$ cat config.mk
export PLATFORM = sky130hd
export DESIGN_NAME = swc_rtu_rsp_fifo
export DESIGN_NICKNAME = d
export VERILOG_FILES = /design/src/rtl/swc_rtu_rsp_fifo.sv
export SDC_FILE = /design/constraint.sdc
export NUM_CORES = 1
export LEC_CHECK = 0
export CAP_MARGIN = 20
export CORE_MARGIN = 2
export CORE_UTILIZATION = 54
export DETAILED_ROUTE_END_ITERATION = 7
export PLACE_DENSITY_LB_ADDON = 0.15
export SYNTH_ARGS = -nofsm -noshare
export SYNTH_HDL_FRONTEND = slang
export SYNTH_SLANG_ARGS = --single-unit
$ cat constraint.sdc
create_clock -name clk_i -period 2.3 [get_ports clk_i]
set_input_delay 0.23 -clock clk_i [delete_from_list [all_inputs] [get_ports clk_i]]
set_output_delay 0.23 -clock clk_i [all_outputs]
set_load 0.01 [all_outputs]
$ cat src/rtl/swc_rtu_rsp_fifo.sv
// Per-port FWFT buffer for RTU forwarding decisions feeding the core's rtu_rsp valid/ack interface.
// Optional statistics ports (overflow counter, high-water mark) are enabled by SWC_RTU_RSP_FIFO_STATS_EN.
module swc_rtu_rsp_fifo #(
  parameter int g_num_ports  = 8,
  parameter int g_prio_width = 3,
  parameter int g_depth      = 4
) (
  input  logic                          clk_i,
  input  logic                          rst_n_i,
  input  logic                          flush_i,
  input  logic                          rtu_valid_i,
  input  logic [g_num_ports-1:0]        rtu_dst_port_mask_i,
  input  logic                          rtu_drop_i,
  input  logic [g_prio_width-1:0]       rtu_prio_i,
  output logic                          rtu_full_o,
  output logic                          rsp_valid_o,
  input  logic                          rsp_ack_i,
  output logic [g_num_ports-1:0]        rsp_dst_port_mask_o,
  output logic                          rsp_drop_o,
  output logic [g_prio_width-1:0]       rsp_prio_o,
`ifdef SWC_RTU_RSP_FIFO_STATS_EN
  output logic [15:0]                   overflow_cnt_o,
  output logic [$clog2(g_depth):0]      max_level_o,
`endif
  output logic [$clog2(g_depth):0]      level_o,
  output logic                          overflow_o
);

  localparam int AW = $clog2(g_depth);
  localparam int CW = AW + 1;
  localparam int EW = g_num_ports + 1 + g_prio_width;

  logic [EW-1:0] r_mem [g_depth];
  logic [AW-1:0] r_rd_ptr;
  logic [AW-1:0] r_wr_ptr;
  logic [CW-1:0] r_count;
  logic          r_overflow;

  logic          w_full;
  logic          w_valid;
  logic          w_rd_en;
  logic          w_wr_en;
  logic [EW-1:0] w_head;

  assign w_full  = (r_count == CW'(g_depth));
  assign w_valid = (r_count != '0);
  assign w_rd_en = rsp_ack_i & w_valid;
  // A full FIFO still accepts a decision when the head retires in the same cycle.
  assign w_wr_en = rtu_valid_i & (~w_full | w_rd_en);

  always_ff @(posedge clk_i or negedge rst_n_i) begin
    if (!rst_n_i) begin
      r_rd_ptr   <= '0;
      r_wr_ptr   <= '0;
      r_count    <= '0;
      r_overflow <= 1'b0;
    end else if (flush_i) begin
      r_rd_ptr   <= '0;
      r_wr_ptr   <= '0;
      r_count    <= '0;
      r_overflow <= 1'b0;
    end else begin
      r_overflow <= rtu_valid_i & ~w_wr_en;
      if (w_wr_en) r_wr_ptr <= r_wr_ptr + 1'b1;
      if (w_rd_en) r_rd_ptr <= r_rd_ptr + 1'b1;
      if (w_wr_en && !w_rd_en)      r_count <= r_count + 1'b1;
      else if (w_rd_en && !w_wr_en) r_count <= r_count - 1'b1;
    end
  end

  // NOTE: storage is deliberately not reset; empty-state outputs are masked instead.
  always_ff @(posedge clk_i) begin
    if (w_wr_en && !flush_i)
      r_mem[r_wr_ptr] <= {rtu_dst_port_mask_i, rtu_drop_i, rtu_prio_i};
  end

  assign w_head = w_valid ? r_mem[r_rd_ptr] : '0;

  assign rsp_dst_port_mask_o = w_head[EW-1 -: g_num_ports];
  assign rsp_drop_o          = w_head[g_prio_width];
  assign rsp_prio_o          = w_head[g_prio_width-1:0];
  assign rsp_valid_o         = w_valid;
  assign rtu_full_o          = w_full;
  assign level_o             = r_count;
  assign overflow_o          = r_overflow;

`ifdef SWC_RTU_RSP_FIFO_STATS_EN
  logic [15:0]   r_overflow_cnt;
  logic [CW-1:0] r_max_level;

  always_ff @(posedge clk_i or negedge rst_n_i) begin
    if (!rst_n_i) begin
      r_overflow_cnt <= '0;
      r_max_level    <= '0;
    end else if (flush_i) begin
      r_overflow_cnt <= '0;
      r_max_level    <= '0;
    end else begin
      if (r_overflow && r_overflow_cnt != 16'hFFFF) r_overflow_cnt <= r_overflow_cnt + 1'b1;
      if (r_count > r_max_level)                    r_max_level    <= r_count;
    end
  end

  assign overflow_cnt_o = r_overflow_cnt;
  assign max_level_o    = r_max_level;
`endif

endmodule

==> flow_metrics.py <==
metrics = {
    "run_status": {
        "status": "finished clean",
    },
    "synth": {
        "syn_area_per_cell_sq_um": 17.1,
        "synthXorXnorAreaFrac": 0.0106,
        "syn_area_sq_mm": 0.00248,
        "synth_cell_type_count": 33,
        "async_flop_share": 0.143,
        "yosysWarnings": 0,
        "synth_edf_count": 48,
        "synth_simple_gate_area_frac": 0.0994,
        "ys_seq_elements": 56,
        "synthesis.instances": 145,
        "yosys_most_used_dff": "edfxtp_1",
        "synth_top_family_by_area": "multiplexers",
        "synth_compound_area_frac": 0.0227,
        "synthMuxAreaShare": 0.137,
        "ys_seq_area_frac": 0.662,
        "synth_adder_area_share": 0.0283,
        "synth_nets": 167,
    },
    "critical_path": {
        "cp_max_fo": 6,
        "startpoint": "r_rd_ptr[0]",
        "critPathRequiredTime_ns": 2.07,
        "rr_endpoint": "level_o[2]",
        "reg2reg_from": "level_o[1]",
        "slowest_stage": "mux4_1",
        "crit_family": "buffers and inverters",
        "reg2reg_depth": 7,
        "cpPeakStageDelay_ns": 0.53,
        "start_kind": "register",
        "path_cells": "buf_6 > mux4_1 > nor2b_1 > clkdlybuf4s50_1",
        "worst-path-buf-inv": 2,
        "ff2ff_setup_slack_ns": 0.17,
        "crit_arrival_ns": 1.98,
        "end_kind": "output pin",
        "crit_type": "register to output pin",
    },
    "drt": {
        "via_count": 1351,
        "drc": 0,
        "drt_wl_total_microns": 4400,
        "antenna_left": 0,
        "drt_iter0_markers": 78,
        "firstDrtPassIters": 4,
        "avgViaCountPerCell": 5.56,
        "routedWlPerCell_microns": 18.1,
    },
    "cts": {
        "cts_tree": "done",
        "numCtsBuffers": 5,
        "cts_num_sinks": 56,
        "root_buffer": "clkbuf_8",
        "cts_hold_buf": 0,
        "cts_max_path_buffers": 2,
        "htreeDepth": 2,
        "path_clk_slew_ns": 0.09,
        "clk_latency_ns": 0.31,
    },
    "cells_and_area": {
        "n_antenna_cell": 0,
        "fin_nets": 212,
        "multiInputGateArea_sq_um": 738,
        "seqCellArea_sq_mm": 0.00164,
        "area_growth_pct": 22.0,
        "drive_above_1_share": 0.173,
        "final_area_sq_mm": 0.00303,
        "fillers": 302,
    },
    "floorplan": {
        "pin_count": 35,
        "core_area_sq_mm": 0.00438,
        "start_util": 0.566,
        "row_count": 24,
        "dieHeight_microns": 71.8,
        "dieArea_sq_mm": 0.00515,
        "die_width_microns": 71.8,
    },
    "timing": {
        "slew_viol_final": 0,
        "finalHoldViolations": 0,
        "worst_slew_pin_slew_ns": 0.436,
        "timing.hold.ws_ns": 0.220,
        "relSlewSlack": 0.706,
        "period_share": 0.963,
        "setup_viol": 0,
        "worst_clock_skew_ns": 0.00770,
        "fmax_mhz": 452,
        "period_needed_ns": 2.21,
        "setup_tns_ns": 0,
        "rsz0062_at_grt": "no",
    },
    "global_route": {
        "grt_pass1_wl_microns": 7130,
        "overflow": 0,
        "grt_usage": 0.189,
        "grt_pass1_vias": 1449,
        "antenna_found_initial": 0,
        "grt_max_degree": 19,
    },
    "pwr": {
        "ir_worst_vdd_uv": 511,
        "leakagePower_nw": 1.17,
        "power.density_mw_per_mm2": 983,
        "finalPower_w": 0.00297,
    },
    "job": {
        "drv_cap": 0,
    },
    "placed_design": {
        "place_area_sq_mm": 0.00288,
        "place_hpwl_microns": 2990,
        "portBuffers": 34,
        "globalplace.congestion": 0.788,
    },
    "hold_path": {
        "hold_path.class": "input pin to asynchronous set/reset pin",
    },
}
state kept, by name, summed over array words and instances, names as in the netlist:
register	cells
level_o	3
overflow_o	1
r_mem	48
r_rd_ptr	2
r_wr_ptr	2
cells in the final DEF, fill, tap and decap left out, types with 2 or more instances in the layout:
cell type / instances
a31oi_1: 2
and2_1: 4
and2b_1: 9
buf_4: 12
buf_6: 2
clkbuf_8: 5
clkdlybuf4s50_1: 29
dfrtp_1: 7
dlymetal6s2s_1: 5
edfxtp_1: 48
ha_1: 4
inv_1: 6
mux2_1: 3
mux2i_1: 2
mux4_1: 4
mux4_2: 8
nand2b_1: 5
nor2_1: 11
nor2b_1: 5
nor3_1: 2
xor2_1: 2
cells by family (layout without fill, tap and decap cells):
group	after synthesis	after routing
fa+ha+maj	5	5
flops	56	56
compound gates	7	7
mux	17	17
buf+inv	16	62
xor+xnor	3	3
simple gates	41	41
final cells by class:
class / count / share of cell area
Multi-Input combinational cell: 73 / 0.244
Clock inverter: 3 / 0.00744
Inverter: 6 / 0.00744
Timing Repair Buffer: 48 / 0.154
Clock buffer: 5 / 0.0227
Sequential cell: 56 / 0.543
Tap cell: 52 / 0.0215
metrics by stage:
| step | instances | util | setup WS, ns |
|---|---|---|---|
| after floorplan | 145 | - | 0.381 |
| after CTS | 239 | 0.679 | 0.00120 |
| after detailed placement | 231 | 0.658 | 0.224 |
| final | 243 | 0.690 | 0.0860 |
| after global placement | 231 | 0.658 | 0.327 |
| after global routing | 243 | 0.690 | 0.0140 |
how the worst max path moves through the flow:
stage	slack, ns	cells after the start	to
after global placement	0.33	7	level_o[2]
after CTS	0.001	4	rsp_dst_port_mask_o[3]
after detailed placement	0.22	6	level_o[2]
after floorplan	0.38	7	level_o[1]
after global routing	0.01	4	rsp_dst_port_mask_o[7]
final	0.09	4	rsp_dst_port_mask_o[7]
power breakdown:
group | switching, W | internal, W
registers | 0.0000857 | 0.00118
clock network | 0.000321 | 0.000219
logic | 0.000481 | 0.000689
total | 0.000887 | 0.00209
synthesized netlist by cell type (2+ instances only):
| cell | n | area (sq um) |
|---|---|---|
| a31oi_1 | 2 | 12.5 |
| and2_1 | 4 | 25.0 |
| and2b_1 | 9 | 67.6 |
| buf_2 | 4 | 20.0 |
| buf_6 | 2 | 22.5 |
| clkbuf_1 | 2 | 7.51 |
| dfrtp_1 | 8 | 200 |
| edfxtp_1 | 48 | 1440 |
| ha_1 | 4 | 50.1 |
| inv_1 | 6 | 22.5 |
| mux2_1 | 3 | 33.8 |
| mux2i_1 | 2 | 20.0 |
| mux4_1 | 4 | 105 |
| mux4_2 | 8 | 180 |
| nand2b_1 | 5 | 31.3 |
| nor2_1 | 11 | 41.3 |
| nor2b_1 | 5 | 31.3 |
| nor3_1 | 2 | 10.0 |
| xor2_1 | 2 | 17.5 |
layer usage:
layer	share of wire	wire length (microns)	GRT usage	up-vias
li1	-	-	-	634
met1	0.43	1900	0.244	682
met2	0.53	2310	0.321	31
met3	0.033	146	0.0408	4
met4	0.0086	38	0.0608	0
met5	0	0	0	-
timing repair:
| action | CTS | global route |
|---|---|---|
| resized for setup | 1 | 7 |
| setup endpoints to repair | 2 | 8 |
| setup buffers | 0 | 4 |
| pin swaps | 0 | 0 |
Note: power is estimated with default switching activity, not from simulation.
